--- config.mk ---
export PLATFORM = sky130hd
export DESIGN_NAME = relobi_r_fault_ctrl
export DESIGN_NICKNAME = d
export VERILOG_FILES = /design/src/rtl/relobi_r_fault_ctrl.sv
export SDC_FILE = /design/constraint.sdc
export NUM_CORES = 1
export LEC_CHECK = 0
export ABC_AREA = 1
export CORE_ASPECT_RATIO = 0.8
export CORE_MARGIN = 2
export CORE_UTILIZATION = 28
export DETAILED_ROUTE_END_ITERATION = 12
export GPL_TIMING_DRIVEN = 0
export HOLD_SLACK_MARGIN = 0.15
export SLEW_MARGIN = 10
export SYNTH_ARGS = -nofsm -noshare
export SYNTH_HDL_FRONTEND = slang
export SYNTH_SLANG_ARGS = --single-unit
--- constraint.sdc ---
create_clock -name clk_i -period 2 [get_ports clk_i]
set_input_delay 0.2 -clock clk_i [delete_from_list [all_inputs] [get_ports clk_i]]
set_output_delay 0.2 -clock clk_i [all_outputs]
set_load 0.1 [all_outputs]
--- src/rtl/relobi_r_fault_ctrl.sv ---
// ============================================================================
//  Module   : relobi_r_fault_ctrl
//  Purpose  : Fault supervisor for the TMR-voted OBI R channel. It counts voted
//             faults and, when they cluster, drains traffic and resyncs the
//             replicas. Optional RESYNC watchdog: RELOBI_R_FAULT_CTRL_TIMEOUT_EN
//  Revision : 1.0 - initial release
// ============================================================================
`default_nettype none

module relobi_r_fault_ctrl #(
  parameter int unsigned MAX_OUTSTANDING = 4,
  parameter int unsigned FAULT_CNT_WIDTH = 16,
  parameter int unsigned WINDOW_CYCLES   = 1024,
  parameter int unsigned THRESHOLD       = 3,
  parameter int unsigned COOLDOWN_CYCLES = 16
) (
  input  logic                       clk_i,
  input  logic                       rst_i,
  input  logic                       req_i,
  input  logic                       gnt_i,
  input  logic                       rvalid_i,
  input  logic                       fault_i,
  input  logic                       resync_ack_i,
  input  logic                       clear_cnt_i,
  output logic                       hold_o,
  output logic                       resync_req_o,
  output logic [FAULT_CNT_WIDTH-1:0] fault_cnt_o,
`ifdef RELOBI_R_FAULT_CTRL_TIMEOUT_EN
  output logic                       timeout_o,
`endif
  output logic [2:0]                 state_o
);

  localparam int unsigned OW        = $clog2(MAX_OUTSTANDING + 1);
  localparam int unsigned TIMER_MAX = (4 * WINDOW_CYCLES > COOLDOWN_CYCLES) ?
                                      4 * WINDOW_CYCLES : COOLDOWN_CYCLES;
  localparam int unsigned TW        = $clog2(TIMER_MAX + 1);

  typedef enum logic [2:0] {
    S_IDLE     = 3'd0,
    S_WINDOW   = 3'd1,
    S_DRAIN    = 3'd2,
    S_RESYNC   = 3'd3,
    S_COOLDOWN = 3'd4
  } state_t;

  state_t                     r_state;
  logic [OW-1:0]              r_outst;
  logic [FAULT_CNT_WIDTH-1:0] r_fault_cnt;
  logic [7:0]                 r_win_cnt;
  logic [TW-1:0]              r_timer;
  logic                       r_hold;
  logic                       r_resync_req;
`ifdef RELOBI_R_FAULT_CTRL_TIMEOUT_EN
  logic                       r_timeout;
`endif

  logic          w_inc;
  logic          w_dec;
  logic          w_fault_beat;
  logic [OW-1:0] w_outst_next;
  logic [7:0]    w_win_next;

  assign w_inc        = req_i & gnt_i & ~r_hold;
  assign w_dec        = rvalid_i;
  assign w_fault_beat = rvalid_i & fault_i;
  assign w_win_next   = r_win_cnt + {7'd0, w_fault_beat};

  // Saturating outstanding count; DRAIN looks at the next value so the
  // resync request follows the final response by one cycle.
  always_comb begin
    w_outst_next = r_outst;
    if (w_inc && !w_dec && r_outst != OW'(MAX_OUTSTANDING)) begin
      w_outst_next = r_outst + OW'(1);
    end else if (w_dec && !w_inc && r_outst != '0) begin
      w_outst_next = r_outst - OW'(1);
    end
  end

  always_ff @(posedge clk_i) begin
    if (rst_i) begin
      r_state      <= S_IDLE;
      r_outst      <= '0;
      r_fault_cnt  <= '0;
      r_win_cnt    <= '0;
      r_timer      <= '0;
      r_hold       <= 1'b0;
      r_resync_req <= 1'b0;
`ifdef RELOBI_R_FAULT_CTRL_TIMEOUT_EN
      r_timeout    <= 1'b0;
`endif
    end else begin
      r_outst <= w_outst_next;
      if (clear_cnt_i) begin
        r_fault_cnt <= '0;
      end else if (w_fault_beat && !(&r_fault_cnt)) begin
        r_fault_cnt <= r_fault_cnt + FAULT_CNT_WIDTH'(1);
      end
`ifdef RELOBI_R_FAULT_CTRL_TIMEOUT_EN
      r_timeout <= 1'b0;
`endif
      case (r_state)
        S_IDLE: begin
          if (w_fault_beat) begin
            if (THRESHOLD == 1) begin
              r_state <= S_DRAIN;
              r_hold  <= 1'b1;
            end else begin
              r_win_cnt <= 8'd1;
              r_timer   <= TW'(WINDOW_CYCLES - 1);
              r_state   <= S_WINDOW;
            end
          end
        end
        S_WINDOW: begin
          // Threshold takes precedence over the window closing in the same cycle.
          if (w_fault_beat && w_win_next >= 8'(THRESHOLD)) begin
            r_state   <= S_DRAIN;
            r_hold    <= 1'b1;
            r_win_cnt <= '0;
          end else if (r_timer == '0) begin
            r_state   <= S_IDLE;
            r_win_cnt <= '0;
          end else begin
            r_timer   <= r_timer - TW'(1);
            r_win_cnt <= w_win_next;
          end
        end
        S_DRAIN: begin
          if (w_outst_next == '0) begin
            r_state      <= S_RESYNC;
            r_resync_req <= 1'b1;
`ifdef RELOBI_R_FAULT_CTRL_TIMEOUT_EN
            r_timer      <= TW'(4 * WINDOW_CYCLES - 1);
`endif
          end
        end
        S_RESYNC: begin
          if (resync_ack_i) begin
            r_state      <= S_COOLDOWN;
            r_resync_req <= 1'b0;
            r_hold       <= 1'b0;
            r_timer      <= TW'(COOLDOWN_CYCLES - 1);
          end
`ifdef RELOBI_R_FAULT_CTRL_TIMEOUT_EN
          else if (r_timer == '0) begin
            r_state      <= S_COOLDOWN;
            r_resync_req <= 1'b0;
            r_hold       <= 1'b0;
            r_timeout    <= 1'b1;
            r_timer      <= TW'(COOLDOWN_CYCLES - 1);
          end else begin
            r_timer <= r_timer - TW'(1);
          end
`endif
        end
        S_COOLDOWN: begin
          if (r_timer == '0) begin
            r_state <= S_IDLE;
          end else begin
            r_timer <= r_timer - TW'(1);
          end
        end
        default: r_state <= S_IDLE;
      endcase
    end
  end

  a_outst_no_overflow: assert property (@(posedge clk_i) disable iff (rst_i)
    !(w_inc && !w_dec && r_outst == OW'(MAX_OUTSTANDING)));
  a_outst_no_underflow: assert property (@(posedge clk_i) disable iff (rst_i)
    !(w_dec && !w_inc && r_outst == '0));

  assign hold_o       = r_hold;
  assign resync_req_o = r_resync_req;
  assign fault_cnt_o  = r_fault_cnt;
  assign state_o      = r_state;
`ifdef RELOBI_R_FAULT_CTRL_TIMEOUT_EN
  assign timeout_o    = r_timeout;
`endif

endmodule

`default_nettype wire

# Word level (Yosys, flattened, before mapping)

Index checks and enable logic that the tools add are counted.

Word-level logic and storage cells: 73
Register bits: 45

$add $sub $neg: 5
Reductions and logical operators: 24
Equal/unequal tests: 10
Bitwise operators: 4
$lt $le $gt $ge: 1
Muxes and demuxes: 22

Operators by type and width:

| cell                                                                                 | number |
|---|---|
| 13-bit two-way mux                                                                   | 4 |
| 13-bit one-hot mux with 4 select lines                                               | 1 |
| 8-bit two-way mux                                                                    | 3 |
| 3-bit two-way mux                                                                    | 7 |
| 16-bit by 1-bit adder with 16-bit output (second input constant)                     | 1 |
| 8-bit one-hot mux with 2 select lines                                                | 1 |
| 16-bit AND reduction                                                                 | 1 |
| 3-bit one-hot mux with 5 select lines                                                | 1 |
| 13-bit zero test                                                                     | 1 |
| 13-bit by 1-bit subtractor with 13-bit output (second input constant)                | 1 |
| 2-bit != test (second input constant)                                                | 5 |
| 3-bit AND reduction                                                                  | 3 |
| 8-bit by 1-bit adder with 8-bit output                                               | 1 |
| 8-bit by 2-bit greater-or-equal comparator with 1-bit output (second input constant) | 1 |
| 3-bit by 2-bit == test with 1-bit output (second input constant)                     | 2 |
| 1-bit logical AND                                                                    | 6 |
| 3-bit zero test                                                                      | 2 |
| 2-bit nonzero test                                                                   | 3 |
| 1-bit one-hot mux with 2 select lines                                                | 2 |
| 4-bit AND reduction                                                                  | 1 |
| 4-bit nonzero test                                                                   | 1 |
| 3-bit by 1-bit adder with 3-bit output (second input constant)                       | 1 |
| 1-bit AND                                                                            | 3 |
| 3-bit by 1-bit == test with 1-bit output (second input constant)                     | 1 |
| 9 further kinds                                                                      | 13 |

# Logic depth before layout (Yosys ltp)

Gate-level depths: netlist (run 1).

Depth after elaboration: 10
Depth in mapped cells: 16
Depth with buffers taken out: 16

# Worst setup path before layout (run 1)

OpenSTA, ideal clock, no wires.

Kind: flip-flop to flip-flop
From: reg r_state[2] (netlist: state_o[2])
To: reg r_timer[0]
Data required time: 1883 ps
Period minus slack after synthesis: 2361 ps
Slack: -361 ps
Arrival: 2244 ps
Setup time: 117 ps
Stages on the path, launching flop included: 9
Path through: dfxtp_1 -> inv_1 -> nand3_1 -> nand2_1 -> a211oi_4 -> nand2_4 -> buf_6 -> nor3_1 -> nor2_1

Cells in the longest elaborated chain, start to end: 3
Elaborated cells on any way between the ends: 10

Ends and longest elaborated chain:

| element                                                       | line | text |
|---|---|---|
| start, declared                                               | 47   | `state_t r_state;` |
| start signal, assigned                                        | 82   | `r_state <= S_IDLE;` |
| start signal, assigned                                        | 106  | `r_state <= S_DRAIN;` |
| start signal, assigned                                        | 111  | `r_state <= S_WINDOW;` |
| 3-bit == test, or another cell as far along                   | 102  | `case (r_state)` |
| 4-bit nonzero test (no line) or 2-bit != test (tied branches) | n/a  |  |
| 4-bit AND reduction (no line)                                 | n/a  |  |
| end signal, assigned                                          | 110  | `r_timer <= TW'(WINDOW_CYCLES - 1);` |
| end signal, assigned                                          | 125  | `r_timer <= r_timer - TW'(1);` |
| end signal, assigned                                          | 143  | `r_timer <= TW'(COOLDOWN_CYCLES - 1);` |
| end, declared                                                 | 51   | `logic [TW-1:0] r_timer;` |

Parallel ways exist; a longest one is shown, timed or not.
A chain may end at the register's enable or synchronous reset.

# Final worst setup path (run 1)

From: reg r_fault_cnt[9] (netlist: fault_cnt_o[9])
To: out fault_cnt_o[9]

RTL lines:

| element                | line | text |
|---|---|---|
| start, declared        | 49   | `logic [FAULT_CNT_WIDTH-1:0] r_fault_cnt;` |
| start signal, assigned | 97   | `r_fault_cnt <= r_fault_cnt + FAULT_CNT_WIDTH'(1);` |
| end, declared          | 27   | `output logic [FAULT_CNT_WIDTH-1:0] fault_cnt_o,` |

No word-level cell between the ends.

==> flow_summary.yaml, run 1 <==
clock_network:
  cts_inserted_buffers: 5
  root_buffer: "clkbuf_16"
  htreeDepth: 2
  numClockSinks: 45
  cts_max_path_buffers: 2
  cts_tree: "yes"
  clkLatencyLatePin_ns: 0.28
  path_clk_slew_ns: 0.06
  cts-hold-fix-buffers: 0
drt:
  wl_per_cell_um: 11.1
  drt-initial-drc-count: 110
  ant_nets: 0
  vias: 2579
  vias_per_cell: 4.56
  drc: 0
  finalWirelength_um: 6290
  dr.pass1.iters: 4
cells_and_area:
  drive_gt1_share_pct: 16.4
  fin_cells: 566
  utilization_pct: 38.0
  final_net_count: 465
  final_cell_mix: "nand2_1 (104), inv_1 (51), nor2_1 (40)"
  design_area_mm2: 0.00344
  areaGrowthSynthToFinish_pct: 31.8
  diodes: 0
  layout_commonest_cell: "nand2_1"
  nFillCells: 974
power_and_ir_drop:
  peakVddDrop_v: 0.000758
  p_leak_nw: 1.61
  power_mw: 4.17
  powerDensity_mw_per_mm2: 1210
worst_setup_path:
  required_ns: 1.80
  crit_chain: "clkdlybuf4s50_1"
  worst-path-buf-inv: 1
  cp_slowest_cell: "clkdlybuf4s50_1"
  worstSetupPathType: "reg -> out"
  r2r-start: "r_win_cnt[0]"
  cp-startpoint: "fault_cnt_o[9]"
  cp_data_arrival_time_ns: 1.73
  cp_top_family: "buffers and inverters"
  crit_fanout: 2
  worstSetupStartpointType: "register"
  max_stage_delay_ns: 1.12
  end_kind: "primary output"
sta:
  finalHoldViolations: 0
  tightest_slew_ns: 0.976
  maxSlewHeadroom_pct: 34.8
  setup_ws_ns: 0.0655
  drv_slew: 0
  timing.final.crit_period_ns: 1.93
  fin_tns_setup_ns: 0
  period_share_pct: 96.7
  hold_ws_ns: 0.457
  max_freq_mhz: 517
  setup_viol: 0
  fin_worst_skew_ns: 0.00741
placed_design:
  post-place-ws_ns: -0.730
  portBuffers: 28
  gp_congestion: 0.813
  place_inst: 546
  place_area_mm2: 0.00306
  hpwl_um: 4550
global_routing:
  gr-total-overflow: 0
  track_usage_pct: 12.4
  grt_pass1_vias: 2314
  antenna_found_initial: 0
  grt_max_degree: 14
  grt_pass1_wl_um: 10500
floorplan:
  core_mm2: 0.00908
  die_width_um: 112
  design.die.area_mm2: 0.0101
  num_rows: 31
  initial_utilization_pct: 28.8
  die_h_um: 90.4
  boundaryPins: 29
synthesis:
  netlist_top_cells_area: "dfxtp_1 (34%), nand2_1 (15%), inv_1 (7.9%)"
  postSynthAreaPerCell_um2: 6.49
  synthCells: 403
  yosysTopAreaCellShare_pct: 34.5
  synthesis.nets: 418
  seq_area_frac_synth_pct: 34.5
  synth_area_mm2: 0.00261
  ys_seq_elements: 45
  yosysTopAreaCell: "dfxtp_1"
  synth_cell_types: 31
  yosysWarnings: 0
job:
  maxCapViolCount: 0
hold_path:
  min_from: "fault_cnt_o[0]"
  hp-class: "reg -> reg"
status:
  status: "finished, final reports clean"
==> Yosys cell counts, drive strengths merged <==
cell / count
nand2: 111
o21ai: 20
clkinv: 1
buf: 1
nand4: 5
a21oi: 35
xor2: 9
dfxtp: 45
a211oi: 1
nand3b: 2
nor3b: 1
o21ba: 1
ha: 7
or2: 2
inv: 57
o32ai: 1
xnor2: 3
nand3: 34
nor2: 50
o21a: 3
nor3: 10
clkbuf: 4
==> routing by layer <==
metal  up-vias  global-route usage [%]  share of wire, %
met5         -                       0                 0
met3         5                    2.82               4.5
met2        43                    19.7                44
met4         0                    3.05              0.70
li1       1377                       -                 -
met1      1154                    17.2                51
==> report_power, final <==
part | internal (mW) | switching (mW) | leakage, nW
Sequential | 1.04 | 0.129 | 0.374
Clock | 0.625 | 0.348 | 0.0841
Combinational | 0.720 | 1.32 | 1.15
Total | 2.38 | 1.79 | 1.61
==> kinds of logic after synthesis <==
group                    synth area share, %
buffers and inverters                   9.33
AO/OA/AOI/OAI                           13.0
adder cells (fa/ha/maj)                 3.35
XOR/XNOR                                4.02
AND/OR/NAND/NOR                         35.8
flip-flops                              34.5
==> what timing repair did <==
action	CTS	global route
hold endpoints to repair	0	0
pin swaps	3	9
cloned	1	0
resized for setup	21	33
buffers inserted	5	6
setup endpoints to repair	34	35
==> path summary, 6_finish.rpt <==
check	end	depth (start not counted)	slack [ns]
max	fault_cnt_o[9]	1	0.07
min	fault_cnt_o[0]	1	0.46
max reg2reg	r_timer[1]	11	0.13
min reg2reg	fault_cnt_o[0]	1	0.46
==> area by class of cell <==
cell class | instances | area (um^2) | area share (%)
tap | 115 | 144 | 4.18
clock buffer | 7 | 143 | 4.14
sequential | 45 | 921 | 26.7
clock inverter | 1 | 30.0 | 0.872
inverter | 58 | 225 | 6.54
buffer | 5 | 26.3 | 0.763
timing repair buffer | 40 | 389 | 11.3
multi-input combinational | 295 | 1570 | 45.5
==> state kept, by name (all words and copies together) (netlist names) <==
signal and count:
resync_req_o 1, r_win_cnt 8, r_timer 13, state_o 3, r_outst 3, fault_cnt_o 16
hold_o 1
Note: power is estimated with default switching activity, not from simulation.
==> inputs of run 2 (changes only) <==
- CAP_MARGIN: unset -> 30
==> results of run 2 <==
Same layout as run 1: the final DEF is identical, and so are final timing and power.
